[config.mk]
export PLATFORM = sky130hd
export DESIGN_NAME = ddr_deserializer_flat
export DESIGN_NICKNAME = d
export VERILOG_FILES = /design/src/rtl/ddr_deserializer_if.sv /design/src/rtl/ddr_deserializer.sv /design/src/flat_wrapper.sv
export SDC_FILE = /design/constraint.sdc
export NUM_CORES = 1
export LEC_CHECK = 0
export ABC_AREA = 1
export BUFFER_PORTS_ARGS = -buffer_cell sky130_fd_sc_hd__buf_4
export CORE_UTILIZATION = 50
export CTS_CLUSTER_DIAMETER = 200
export DETAILED_ROUTE_END_ITERATION = 8
export GPL_TIMING_DRIVEN = 0
export PLACE_DENSITY = 0.73
export REMOVE_ABC_BUFFERS = 1
export SLEW_MARGIN = 20
export SYNTH_ARGS = -nofsm -noshare
export SYNTH_HDL_FRONTEND = slang
export SYNTH_SLANG_ARGS = --single-unit
[constraint.sdc]
create_clock -name clk -period 1.2 [get_ports clk]
set_input_delay 0.24 -clock clk [delete_from_list [all_inputs] [get_ports clk]]
set_output_delay 0.24 -clock clk [all_outputs]
set_load 0.01 [all_outputs]
[src/rtl/ddr_deserializer_if.sv]
// ============================================================================
// Module      : ddr_deserializer_if
// Description : Serial-in / word-out bundle of the DDR deserializer.
// Revision    : 1.0 - initial release
// ============================================================================
`default_nettype none

interface ddr_deserializer_if #(
  parameter int WORD_W = 8
);
  logic              din;
  logic              din_vld;
  logic              din_sof;
  logic [WORD_W-1:0] dout;
  logic              dout_valid;
  logic              dout_ready;
  logic              overflow;
  logic              clr_ovf;

  // master: link driver plus word consumer; slave: the deserializer
  modport master (
    output din, din_vld, din_sof, dout_ready, clr_ovf,
    input  dout, dout_valid, overflow
  );

  modport slave (
    input  din, din_vld, din_sof, dout_ready, clr_ovf,
    output dout, dout_valid, overflow
  );
endinterface

`default_nettype wire

[src/rtl/ddr_deserializer.sv]
// ============================================================================
// Module      : ddr_deserializer
// Description : Dual-edge serial receiver assembling MSB-first bit pairs into
//               WORD_W-bit words on a valid/ready output with sticky overflow.
// Revision    : 1.0 - initial release
// ============================================================================
`default_nettype none

module ddr_deserializer #(
  parameter int WORD_W = 8
) (
  input  wire logic          clk,
  input  wire logic          rst_n,
  ddr_deserializer_if.slave  bus
);

  localparam int                 c_PAIRS = WORD_W / 2;
  localparam int                 c_CNT_W = $clog2(c_PAIRS);
  localparam logic [c_CNT_W-1:0] c_LAST  = c_CNT_W'(c_PAIRS - 1);
  localparam logic [c_CNT_W-1:0] c_ONE   = c_CNT_W'(1);

  logic              r_a;
  logic              r_v;
  logic              r_s;
  logic              r_b;
  logic [WORD_W-1:0] r_sh;
  logic [c_CNT_W-1:0] r_cnt;
  logic [WORD_W-1:0] r_dout;
  logic              r_dout_valid;
  logic              r_ovf;

  logic [WORD_W-1:0] w_next_sh;
  logic              w_complete;
  logic              w_load;
  logic              w_drop;

  always_ff @(posedge clk or negedge rst_n) begin
    if (!rst_n) begin
      r_a <= 1'b0;
      r_v <= 1'b0;
      r_s <= 1'b0;
    end else begin
      r_a <= bus.din;
      r_v <= bus.din_vld;
      r_s <= bus.din_sof;
    end
  end

  // Second bit of the pair arrives on the falling edge of the same cycle
  always_ff @(negedge clk or negedge rst_n) begin
    if (!rst_n) begin
      r_b <= 1'b0;
    end else begin
      r_b <= bus.din;
    end
  end

  assign w_next_sh  = {r_sh[WORD_W-3:0], r_a, r_b};
  // A start-of-frame pair is always pair 0, so it can never complete a word
  assign w_complete = r_v & ~r_s & (r_cnt == c_LAST);
  assign w_load     = w_complete & (~r_dout_valid | bus.dout_ready);
  assign w_drop     = w_complete & ~w_load;

  always_ff @(posedge clk or negedge rst_n) begin
    if (!rst_n) begin
      r_sh  <= '0;
      r_cnt <= '0;
    end else if (r_v) begin
      r_sh <= w_next_sh;
      if (r_s) begin
        r_cnt <= c_ONE;
      end else if (r_cnt == c_LAST) begin
        r_cnt <= '0;
      end else begin
        r_cnt <= r_cnt + c_ONE;
      end
    end
  end

  always_ff @(posedge clk or negedge rst_n) begin
    if (!rst_n) begin
      r_dout       <= '0;
      r_dout_valid <= 1'b0;
      r_ovf        <= 1'b0;
    end else begin
      if (w_load) begin
        r_dout       <= w_next_sh;
        r_dout_valid <= 1'b1;
      end else if (bus.dout_ready) begin
        r_dout_valid <= 1'b0;
      end
      // A drop on the clearing edge keeps the flag set
      if (w_drop) begin
        r_ovf <= 1'b1;
      end else if (bus.clr_ovf) begin
        r_ovf <= 1'b0;
      end
    end
  end

  assign bus.dout       = r_dout;
  assign bus.dout_valid = r_dout_valid;
  assign bus.overflow   = r_ovf;

endmodule

`default_nettype wire

[src/flat_wrapper.sv]
// flat-port wrapper written by rule: the top's interface ports become plain ports
module ddr_deserializer_flat 
#(
  parameter int WORD_W = 8
)
  (clk, rst_n, bus_din, bus_din_vld, bus_din_sof, bus_dout_ready, bus_clr_ovf, bus_dout, bus_dout_valid, bus_overflow);
  ddr_deserializer_if #(.WORD_W(WORD_W)) bus_i ();
  input  wire logic clk;
  input  wire logic rst_n;
  input wire logic [$bits(bus_i.din)-1:0] bus_din;
  input wire logic [$bits(bus_i.din_vld)-1:0] bus_din_vld;
  input wire logic [$bits(bus_i.din_sof)-1:0] bus_din_sof;
  input wire logic [$bits(bus_i.dout_ready)-1:0] bus_dout_ready;
  input wire logic [$bits(bus_i.clr_ovf)-1:0] bus_clr_ovf;
  output wire logic [$bits(bus_i.dout)-1:0] bus_dout;
  output wire logic [$bits(bus_i.dout_valid)-1:0] bus_dout_valid;
  output wire logic [$bits(bus_i.overflow)-1:0] bus_overflow;
  assign bus_i.din = bus_din;
  assign bus_i.din_vld = bus_din_vld;
  assign bus_i.din_sof = bus_din_sof;
  assign bus_i.dout_ready = bus_dout_ready;
  assign bus_i.clr_ovf = bus_clr_ovf;
  assign bus_dout = bus_i.dout;
  assign bus_dout_valid = bus_i.dout_valid;
  assign bus_overflow = bus_i.overflow;
  ddr_deserializer #(.WORD_W(WORD_W)) u_core (.clk(clk), .rst_n(rst_n), .bus(bus_i));
endmodule
== Word-level counts from Yosys, hierarchy flattened ==
Index checks and enable logic that the tools add are counted.
Cells by class
  add/sub/neg operators: 1
  equal/unequal tests: 1
  multiplexer cells: 6
  bitwise gates (word level): 8
  reductions and logical operators: 2
Operator list (count)
  1-bit bitwise AND: 4
  1-bit two-way mux: 4
  2-bit two-way mux: 2
  2-bit nonzero test: 2
  1-bit NOT: 3
  2-bit by 1-bit adder with 2-bit output, second input constant: 1
  2-bit == test, second input constant: 1
  1-bit bitwise OR: 1
Storage, ports and cells
  register bits after elaboration: 22
  output and inout port bits: 10
  logic and storage cells: 27

== Depth between registers and ports, before layout ==
Gate-level depths: netlist of the first run.
  word-level depth: 7
  gate-level depth with buffers: 5
  mapped depth without buffers: 5

==> out/results.env, run 1 <==
IO_PINS=17
GRT_PASS1_VIAS=575
FINALMAXSLEWVIOLATIONS=0
WORST_IR_DROP_VDD_mV=1.18
DETAILED_PLACE_HPWL_UM=951
POSTSYNTHREGISTERBITS=22
SYN-CELL-AREA_SQ_UM=857
SEQ_AREA_FRAC_SYNTH_PCT=64.2
CP_DATA_REQUIRED_TIME_NS=1.45
DIE_HEIGHT_UM=43.4
VIAS_PER_CELL=5.25
NUM_ROWS=14
TIMING.CRITICAL_PATH.FROM_TYPE='register'
CLOCK_SLEW_AT_THE_REGISTER_CLOCK_PINS_OF_THE_WORST_SETUP_AND_HOLD_PATHS_NS=0.11
WL_PER_CELL_UM=11.9
REG2REG_FROM='u_core.r_b$_DFF_NN0_'
DRT.ANTENNA.VIOLATING_NETS=0
FAILED_CHECKS='DRC, setup timing'
CRITPATHARRIVALTIME_NS=1.49
WORST_HOLD_PATH.ENDPOINT='u_core.r_v$_DFF_PN0_'
POST-ROUTE-WORST-SETUP-SLACK_NS=-0.0422
MAX_CAP_VIOLATIONS=0
CORE_OUTLINE_AREA_SQ_MM=0.00156
WORSTREG2REGEND='u_core.bus.dout[0]$_DFFE_PN0P_'
PATH_CLASS='register to register'
CTS_NUM_SINKS=22
GRT_FIRST_PASS_WIRELENGTH_UM=2450
WORST_SETUP_PATH_END_KIND='register'
ANTENNA_FOUND_INITIAL=0
NUMCTSBUFFERS=3
DRC_ERRORS=2
ANTENNA-DIODE-COUNT=0
R2R_SETUP_SLACK_NS=-0.04
CTS.HTREE.LEVELS=1
SETUP_REPAIR_AFTER_GLOBAL_ROUTING_MISSED_ITS_MARGIN='true'
VIAS=614
GRT_REMAINING_OVERFLOW=0
TIMING.HOLD.WORST.CLASS='input port to register'
SYN_TO_FINAL_GROWTH_PCT=22.0
FINAL_LAYOUT_SIZE_SUFFIX_GT1_SHARE_PCT=26.7
NETLIST.AREA_LEADER.SHARE_PCT=61.3
LARGEST_NET_DEGREE_AT_THE_START_OF_GLOBAL_ROUTING=23
DRTPASS1ITERATIONS=7
FINAL_CORE_UTILIZATION_PCT=67.1
POSTROUTEWIRELENGTH_UM=1400
TRITONCTS='yes'
WORST_CASE_HEADROOM_TO_THE_MAX_SLEW_LIMIT_PCT=82.0
POST-LAYOUT-TOTAL-POWER_mW=1.86
STARTING_UTILIZATION_OF_THE_CORE_AREA_PCT=55.0
YS_TYPES=15
DRT_ITER0_MARKERS=13
MIN_PATH_CELLS=1
WORSTMARGINPINSLEW_NS=0.269
YOSYS.AREA.TOP_TYPE='sky130_fd_sc_hd__dfrtp_1'
RUN_STATUS='finished, violations left'
FIN_TNS_SETUP_NS=-0.0422
BUFFER_PORTS.INSERTED=16
FINALWEIGHTEDCONGESTION=0.760
POST_SYNTH.CELL_AREA_AVG_SQ_UM=10.5
FP.DIEAREA_SQ_MM=0.00188
GRT_USE_TOTAL_PCT=18.8
STATIC-LEAKAGE-POWER_nW=0.549
SETUP_VIOL=1
FINALHOLDVIOLATIONS=0
POWER.DENSITY_mW_PER_MM2=1770
POST_SYNTH_MAIN_AREA_CONTRIBUTORS='sky130_fd_sc_hd__dfrtp_1 (61%), sky130_fd_sc_hd__nand2_1 (14%), sky130_fd_sc_hd__nand4_1 (5.8%), sky130_fd_sc_hd__dfrtn_1 (2.9%), sky130_fd_sc_hd__nor2_8 (2.3%)'
CHIPWIDTH_UM=43.4
DESIGN.FINAL.NETS=110
TIMING.CLOCK.SKEW_NS=0.00616
WORST_SKEW_PAIR.LATE_LATENCY_NS=0.31
CLK_ROOT_BUFFER_CELL='sky130_fd_sc_hd__clkbuf_4'
CLOCK_PATH_BUFFERS=2
WORST-PATH-MAX-FANOUT=2
HOLDCRITSTARTPOINT='bus_din_vld'
SYN_INST=82
RR_WORST_DEPTH=2
YOSYS_WARNINGS=0
## Yosys cell counts
cell type,instances
sky130_fd_sc_hd__nand2_1,33
sky130_fd_sc_hd__dfrtp_1,21
sky130_fd_sc_hd__nand4_1,8
sky130_fd_sc_hd__inv_1,4
sky130_fd_sc_hd__o21ai_0,4
sky130_fd_sc_hd__buf_2,2
sky130_fd_sc_hd__nor2_1,2
sky130_fd_sc_hd__buf_6,1
sky130_fd_sc_hd__dfrtn_1,1
sky130_fd_sc_hd__ha_1,1
sky130_fd_sc_hd__inv_4,1
sky130_fd_sc_hd__nand3_4,1
sky130_fd_sc_hd__nor2_8,1
sky130_fd_sc_hd__o21a_1,1
sky130_fd_sc_hd__o21ai_1,1
## layout by cell type (no fill, tap or decap)
master and count:
sky130_fd_sc_hd__nand4_1 8, sky130_fd_sc_hd__inv_4 1, sky130_fd_sc_hd__nor2_1 2, sky130_fd_sc_hd__buf_4 17, sky130_fd_sc_hd__nand2_2 1, sky130_fd_sc_hd__dfrtn_1 1, sky130_fd_sc_hd__nor2_8 1, sky130_fd_sc_hd__clkbuf_4 3
sky130_fd_sc_hd__dfrtp_2 1, sky130_fd_sc_hd__o21a_1 1, sky130_fd_sc_hd__dfrtp_1 20, sky130_fd_sc_hd__nand3_4 1, sky130_fd_sc_hd__dlygate4sd3_1 1, sky130_fd_sc_hd__o21ai_1 1, sky130_fd_sc_hd__nand2_1 32, sky130_fd_sc_hd__inv_1 4
sky130_fd_sc_hd__ha_4 1, sky130_fd_sc_hd__o21ai_0 4, sky130_fd_sc_hd__clkbuf_8 1
## registers in the layout (all words and copies together), names as in the netlist
register / flops
u_core.r_v: 1
u_core.r_b: 1
u_core.r_sh: 6
u_core.r_cnt: 2
u_core.r_s: 1
u_core.bus.overflow: 1
u_core.r_a: 1
u_core.bus.dout: 8
u_core.bus.dout_valid: 1
## what timing repair did
| item | 4_1_cts | 5_1_grt |
|---|---|---|
| pin swaps | 1 | 2 |
| hold buffers | 1 | 0 |
| buffers inserted | 0 | 1 |
| resized for setup | 2 | 2 |
| endpoints found under the setup margin | 10 | 9 |
| endpoints found under the hold margin | 21 | 0 |
## critical path, cell delays in order, from the launching register on
cell and delay [ns]:
sky130_fd_sc_hd__dfrtn_1 0.41, sky130_fd_sc_hd__nand4_1 0.09, sky130_fd_sc_hd__nand2_1 0.09
## how the worst max path moves through the flow
| stage | start | to | slack [ns] | cells after the start |
|---|---|---|---|---|
| after floorplan | u_core.r_b$_DFF_NN0_ | u_core.bus.dout[0]$_DFFE_PN0P_ | -0.008 | 2 |
| after global placement | u_core.r_b$_DFF_NN0_ | u_core.bus.dout[0]$_DFFE_PN0P_ | -0.03 | 2 |
| after detailed placement | u_core.r_cnt[0]$_DFFE_PN0P_ | u_core.bus.dout[0]$_DFFE_PN0P_ | -0.05 | 4 |
| after CTS | u_core.r_b$_DFF_NN0_ | u_core.bus.dout[0]$_DFFE_PN0P_ | -0.05 | 2 |
| after global routing | u_core.r_b$_DFF_NN0_ | u_core.bus.dout[0]$_DFFE_PN0P_ | -0.08 | 2 |
| final | u_core.r_b$_DFF_NN0_ | u_core.bus.dout[0]$_DFFE_PN0P_ | -0.04 | 2 |
## routing by layer
metal | vias to the layer above | GRT usage, % | part of all wire [%]
met5 | - | 0 | 0
met1 | 289 | 21.9 | 42
li1 | 306 | - | -
met3 | 4 | 3.75 | 3.9
met2 | 15 | 31.2 | 51
met4 | 0 | 13.1 | 2.6
## through the flow
stage	hold WS [ns]	area (sq um)	worst slack, ns	instances
2_1_floorplan	-0.0556	836	-0.00784	79
3_3_place_gp	0.137	976	-0.0338	111
3_5_place_dp	0.138	976	-0.0473	111
4_1_cts	0.0274	1030	-0.0485	116
5_1_grt	0.0191	1050	-0.0757	117
6_report	0.0291	1050	-0.0422	117
## power breakdown
part	total [mW]	internal (mW)	switching [mW]
logic	0.473	0.241	0.233
clock network	0.396	0.185	0.211
registers	0.986	0.896	0.0901
## kinds of logic (layout without fill, tap and decap cells)
group / Yosys count / in the layout / share of synthesized area [%]
AND/OR/NAND/NOR: 45 / 45 / 25.5
flip-flops: 22 / 22 / 64.2
buffers and inverters: 8 / 27 / 4.96
AO/OA/AOI/OAI: 6 / 6 / 3.80
adder cells (fa/ha/maj): 1 / 1 / 1.46
## layout make-up
class	instances	area (sq um)
Sequential cell	22	552
Clock buffer	4	36.3
Timing Repair Buffer	18	138
Inverter	5	21.3
Fill cell	138	513
Tap cell	16	20.0
Multi-Input combinational cell	52	279
No activity file was read; power rests on OpenSTA's default activity.
==> inputs of run 2 (changes only) <==
- CORE_UTILIZATION: 50 -> 55
- PLACE_DENSITY: 0.73 -> 0.8
- clock period: 1.2 -> 1.6 ns (I/O delays scaled with it)
==> run 2 against run 1 <==
The run now ends clean. Flip-flop and latch count stayed put. Total power down 19%. Combinational power decreased by 28%. Register-to-register slack better by 0.17 ns. Critical endpoint unchanged.
==> out/results.env, run 2 (synthesis gave the netlist of run 1 again) <==
LARGEST_REG_FLOPS=8  # unchanged
DIE_HEIGHT_UM=41.5  # -4.4%
PATH_CLASS='register to register'
WL_PER_CELL_UM=12.2  # +2.0%
ANTENNA_FOUND_INITIAL=0  # unchanged
DRT.ANTENNA.VIOLATING_NETS=0  # unchanged
WORSTMARGINPINSLEW_NS=0.437  # +0.168 ns
SETUP_REPAIR_AFTER_GLOBAL_ROUTING_MISSED_ITS_MARGIN='false'
NUM_ROWS=13  # -1
CLOCK_SLEW_AT_THE_REGISTER_CLOCK_PINS_OF_THE_WORST_SETUP_AND_HOLD_PATHS_NS=0.12  # about the same
FINALHOLDVIOLATIONS=0  # unchanged
CTS_NUM_SINKS=22  # unchanged
VIAS_PER_CELL=5.14  # -2.1%
CLK_ROOT_BUFFER_CELL='sky130_fd_sc_hd__clkbuf_4'
GRT_PASS1_VIAS=567  # -1.4%
WORST_IR_DROP_VDD_mV=0.994  # -16%
CORE_OUTLINE_AREA_SQ_MM=0.00137  # -12%
TIMING.CLOCK.SKEW_NS=0.00557  # -0.000591 ns
GRT_REMAINING_OVERFLOW=0  # unchanged
IO_PINS=17  # unchanged
DPL-INSTANCE-AREA_SQ_UM=975  # -0.13%
FINALMAXSLEWVIOLATIONS=0  # unchanged
FINAL_CELL_MIX='sky130_fd_sc_hd__nand2_1 (33), sky130_fd_sc_hd__dfrtp_1 (21), sky130_fd_sc_hd__buf_4 (16)'
MET1WIRELENGTH_UM=621  # +4.9%
TRITONCTS='yes'
TIMING.CRITICAL_PATH.FROM_TYPE='register'
CTS.HTREE.LEVELS=1  # unchanged
FINALWEIGHTEDCONGESTION=0.772  # +1.6%
TIMING.HOLD.WORST.CLASS='input port to register'
WORST_SETUP_PATH_END_KIND='register'
SUM_OF_MET3_WIRE_SEGMENT_LENGTHS_AFTER_DETAILED_ROUTING_UM=74  # +37%
CRITPATHARRIVALTIME_NS=1.73  # +0.24 ns
SETUP_VIOL=0  # -1
VIAS=591  # -3.7%
POST-ROUTE-CELL-AREA_SQ_MM=0.00104  # -0.84%
POWER.DENSITY_mW_PER_MM2=1450  # -18%
FP.DIEAREA_SQ_MM=0.00172  # -8.7%
WORST-PATH-MAX-FANOUT=2  # unchanged
MIN_PATH_CELLS=1  # unchanged
NUMCTSBUFFERS=3  # unchanged
DR_WL_MET2_UM=666  # -6.7%
GRT_FIRST_PASS_WIRELENGTH_UM=2350  # -4.0%
RUN_STATUS='finished clean'
POST-LAYOUT-TOTAL-POWER_mW=1.50  # -19%
RR_WORST_DEPTH=2  # unchanged
WORST_CASE_HEADROOM_TO_THE_MAX_SLEW_LIMIT_PCT=70.9  # -11 points
BUFFER_PORTS.INSERTED=16  # unchanged
DRC_ERRORS=0  # -2
POSTROUTEWIRELENGTH_UM=1400  # +0.21%
LARGEST_NET_DEGREE_AT_THE_START_OF_GLOBAL_ROUTING=23  # unchanged
GRT_USE_TOTAL_PCT=18.3  # -0.50 points
DRT_ITER0_MARKERS=22  # +9
CP_DATA_REQUIRED_TIME_NS=1.86  # +0.41 ns
MAX_CAP_VIOLATIONS=0  # unchanged
STARTING_UTILIZATION_OF_THE_CORE_AREA_PCT=62.7  # +7.8 points
ANTENNA-DIODE-COUNT=0  # unchanged
DR.MAX_LAYER_USED='met4'
CLOCK_PATH_BUFFERS=2  # unchanged
DRTPASS1ITERATIONS=4  # -3
DESIGN.FINAL.NETS=109  # -0.91%
FIN_TNS_SETUP_NS=0  # +0.0422 ns
SYN_TO_FINAL_GROWTH_PCT=21.0
POST_CTS.RESIZED_INSTANCES=0  # -2
FINAL_COMMON_CELL='sky130_fd_sc_hd__nand2_1'
CHIPWIDTH_UM=41.5  # -4.4%
FINAL_LAYOUT_SIZE_SUFFIX_GT1_SHARE_PCT=23.0  # -3.7 points
WORST_SKEW_PAIR.LATE_LATENCY_NS=0.31  # about the same
STATIC-LEAKAGE-POWER_nW=0.551  # +0.44%
## run 2: layer usage
| layer | up-vias | track usage (%) |
|---|---|---|
| li1 | 299 | - |
| met1 | 264 | 24.2 |
| met2 | 23 | 27.5 |
| met3 | 5 | 2.61 |
| met4 | 0 | 13.5 |
| met5 | - | 0 |
## run 2: cell type report
type / count / area (sq um)
Clock buffer: 3 / 22.5
Timing Repair Buffer: 17 / 130
Fill cell: 100 / 329
Sequential cell: 22 / 551
Multi-Input combinational cell: 52 / 264
Tap cell: 15 / 18.8
Inverter: 5 / 21.3
Clock inverter: 1 / 30.0
## run 2: timing repair
item | CTS | global route
hold endpoints to repair | 21 | 0
buffers inserted | 0 | 0
hold buffers | 1 | 0
## run 2: final timing paths
kind / end / slack, ns / startpoint
setup reg to reg: u_core.bus.dout[0]$_DFFE_PN0P_ / 0.13 / u_core.r_b$_DFF_NN0_
setup / recovery: u_core.bus.dout[0]$_DFFE_PN0P_ / 0.13 / u_core.r_b$_DFF_NN0_
max in group asynchronous: u_core.r_b$_DFF_NN0_ / 0.26 / rst_n
hold reg to reg: u_core.bus.dout[3]$_DFFE_PN0P_ / 0.48 / u_core.bus.dout[3]$_DFFE_PN0P_
hold / removal: u_core.r_s$_DFF_PN0_ / 0.10 / bus_din_sof
min in group asynchronous: u_core.bus.dout[4]$_DFFE_PN0P_ / 0.40 / rst_n
## run 2: report_power, final
group	switching (mW)	internal [mW]
Clock	0.170	0.253
Sequential	0.0656	0.672
Combinational	0.173	0.170
Total	0.408	1.09
## run 2: per-stage QoR
step | hold slack, ns | setup WS, ns | util (%) | cells
final | 0.102 | 0.130 | 75.9 | 115
after global routing | 0.0767 | 0.118 | 75.9 | 115
after CTS | 0.100 | 0.128 | 75.9 | 115
after detailed placement | 0.218 | 0.137 | 71.3 | 110
after global placement | 0.215 | 0.165 | 71.3 | 110
after floorplan | 0.0244 | 0.192 | - | 79
## run 2: critical path, cell delays in order, from the launching register on
cell and delay, ns:
sky130_fd_sc_hd__dfrtn_1 0.41, sky130_fd_sc_hd__nand4_1 0.10, sky130_fd_sc_hd__nand2_1 0.10
==> inputs of run 3 (changes only) <==
- CORE_UTILIZATION: 55 -> 51
- PLACE_DENSITY: 0.8 -> 0.75
- clock period: 1.6 -> 1.5 ns (I/O delays scaled with it)
==> run 3 against run 2 <==
Core utilization is 10 points lower. Worst hold slack worse by 0.012 ns. Clock skew is 0.0039 ns higher. Design area is 2.4% lower. Clock power is 35% lower. First-iteration DRC count is 18% lower. Highest routed layer unchanged.
==> out/results.env, run 3 (synthesis gave the netlist of run 1 again) <==
DIE_HEIGHT_UM=43.0  # +3.7%
STARTING_UTILIZATION_OF_THE_CORE_AREA_PCT=55.6  # -7.1 points
CHIPWIDTH_UM=43.0  # +3.7%
WORSTPATHCELLLIST='nand4_1 > nand2_1'
DRC_ERRORS=0  # unchanged
DPL_WORST_SLACK_NS=0.0823  # -0.0550 ns
MAX_CAP_VIOLATIONS=0  # unchanged
CORE_OUTLINE_AREA_SQ_MM=0.00154  # +13%
WORST-PATH-MAX-FANOUT=2  # unchanged
WORST_SETUP_PATH_END_KIND='register'
ANTENNA-DIODE-COUNT=0  # unchanged
FINAL_LAYOUT_SIZE_SUFFIX_GT1_SHARE_PCT=22.0  # -1.0 points
WORST_SKEW_PAIR.LATE_LATENCY_NS=0.31  # about the same
GRT_FIRST_PASS_WIRELENGTH_UM=2470  # +5.0%
NUMCTSBUFFERS=3  # unchanged
DRTPASS1ITERATIONS=4  # unchanged
DRT.ANTENNA.VIOLATING_NETS=0  # unchanged
VIAS=580  # -1.9%
RUN_STATUS='finished clean'
WORSTMARGINPINSLEW_NS=0.449  # +0.0116 ns
TRITONCTS='yes'
GRT_PASS1_VIAS=561  # -1.1%
FINALMAXSLEWVIOLATIONS=0  # unchanged
FINAL_CORE_UTILIZATION_PCT=65.7  # -10 points
CP_TOP_FAMILY='flip-flops'
DETAILED_PLACE_HPWL_UM=1000
WL_PER_CELL_UM=12.3  # +0.84%
CP_DATA_REQUIRED_TIME_NS=1.76  # -0.10 ns
CRITPATHMAXSTAGEDELAY_NS=0.42  # about the same
DRT_ITER0_MARKERS=18  # -18%
DESIGN.FINAL.NETS=109  # unchanged
CRIT_BUF_INV=0  # unchanged
CLOCK_PATH_BUFFERS=2  # unchanged
TIMING.CLOCK.SKEW_NS=0.00946  # +0.00389 ns
FINAL_CELL_MIX='sky130_fd_sc_hd__nand2_1 (33), sky130_fd_sc_hd__dfrtp_1 (21), sky130_fd_sc_hd__buf_4 (16)'
PATH_CLASS='register to register'
LARGEST_REG_FLOPS=8  # unchanged
FIN_TNS_SETUP_NS=0  # unchanged
TIMING.HOLD.WORST.CLASS='input port to register'
VIAS_PER_CELL=5.00  # -2.7%
WORST_PATH_MAX_DELAY_CELL='sky130_fd_sc_hd__dfrtn_1'
CTS.HTREE.LEVELS=1  # unchanged
FP.DIEAREA_SQ_MM=0.00185  # +7.5%
STATIC-LEAKAGE-POWER_nW=0.538  # -2.3%
WORST_IR_DROP_VDD_mV=0.817  # -18%
FINALHOLDVIOLATIONS=0  # unchanged
FINAL_COMMON_CELL='sky130_fd_sc_hd__nand2_1'
AREA_TAKEN_BY_MULTI_INPUT_LOGIC_GATES_SQ_UM=264  # unchanged
LARGEST_NET_DEGREE_AT_THE_START_OF_GLOBAL_ROUTING=23  # unchanged
GRT_USE_TOTAL_PCT=18.6  # +0.27 points
CLOCK_SLEW_AT_THE_REGISTER_CLOCK_PINS_OF_THE_WORST_SETUP_AND_HOLD_PATHS_NS=0.12  # about the same
DPL-INSTANCE-AREA_SQ_UM=976  # +0.13%
TIMING.CRITICAL_PATH.FROM_TYPE='register'
POWER.DENSITY_mW_PER_MM2=1410  # -2.6%
HOLD-WORST-SLACK_NS=0.0902  # -0.0117 ns
IO_PINS=17  # unchanged
NUM_ROWS=14  # +1
FILL_CELLS=139  # +39%
REGISTER_AREA_SQ_UM=551  # unchanged
FINALWEIGHTEDCONGESTION=0.755  # -2.1%
PLACED_CELLS=111  # +0.91%
POST-ROUTE-WORST-SETUP-SLACK_NS=0.0853  # -0.0452 ns
POST-CTS-SETUP-BUFFER-COUNT=0  # unchanged
CLK_ROOT_BUFFER_CELL='sky130_fd_sc_hd__clkbuf_4'
CTS_NUM_SINKS=22  # unchanged
POSTROUTEWIRELENGTH_UM=1430  # +1.7%
FIN_CELLS=116  # +0.87%
SETUP_VIOL=0  # unchanged
SYN_TO_FINAL_GROWTH_PCT=18.1
GRT_REMAINING_OVERFLOW=0  # unchanged
POST-LAYOUT-TOTAL-POWER_mW=1.43  # -4.9%
SETUP_REPAIR_AFTER_GLOBAL_ROUTING_MISSED_ITS_MARGIN='false'
BUFFER_PORTS.INSERTED=16  # unchanged
CRITPATHARRIVALTIME_NS=1.67  # -0.06 ns
POST-ROUTE-CELL-AREA_SQ_MM=0.00101  # -2.4%
ANTENNA_FOUND_INITIAL=0  # unchanged
WORST_CASE_HEADROOM_TO_THE_MAX_SLEW_LIMIT_PCT=70.1  # -0.78 points
[run 3: cell count changes in the layout (fill, tap and decap cells not counted)]
cell                        before  now
sky130_fd_sc_hd__bufinv_16       1    0
sky130_fd_sc_hd__clkbuf_1        0    1
[run 3: timing repair]
item | in CTS | in global routing
hold buffers | 1 | 0
hold endpoints to repair | 21 | 0
setup endpoints to repair | 0 | 0
resized for setup | 0 | 0
[run 3: worst reg2reg max path: stages (launching register included)]
cell and delay, ns:
sky130_fd_sc_hd__dfrtn_1 0.42, sky130_fd_sc_hd__nand4_1 0.10, sky130_fd_sc_hd__nand2_1 0.11
[run 3: metal layers]
metal	up-vias	wire length, um	track usage (%)
met2	13	726	31.5
met4	0	31	9.09
met1	267	615	22.4
li1	298	-	-
met3	2	51	3.83
met5	-	0	0
[run 3: worst paths after layout]
check | endpoint | slack (ns) | from | cells after the start
setup / recovery | u_core.bus.dout[0]$_DFFE_PN0P_ | 0.09 | u_core.r_b$_DFF_NN0_ | 2
hold / removal | u_core.r_v$_DFF_PN0_ | 0.09 | bus_din_vld | 1
setup reg to reg | u_core.bus.dout[0]$_DFFE_PN0P_ | 0.09 | u_core.r_b$_DFF_NN0_ | 2
hold reg to reg | u_core.bus.dout[6]$_DFFE_PN0P_ | 0.48 | u_core.bus.dout[6]$_DFFE_PN0P_ | 2
max in group asynchronous | u_core.r_b$_DFF_NN0_ | 0.20 | rst_n | 2
min in group asynchronous | u_core.bus.dout[5]$_DFFE_PN0P_ | 0.41 | rst_n | 2
[run 3: where the power goes]
part / leakage [nW] / internal (mW) / switching, mW / total, mW
Sequential: 0.276 / 0.716 / 0.0711 / 0.788
Clock: 0.0150 / 0.104 / 0.173 / 0.277
Combinational: 0.247 / 0.181 / 0.184 / 0.365
[run 3: cell type report]
cell class	instances	area share, %
clock buffers	4	2.60
flip-flops and latches	22	54.4
inverters	5	2.10
repair buffers	17	12.9
multi-input cells	52	26.1
well taps	16	1.98
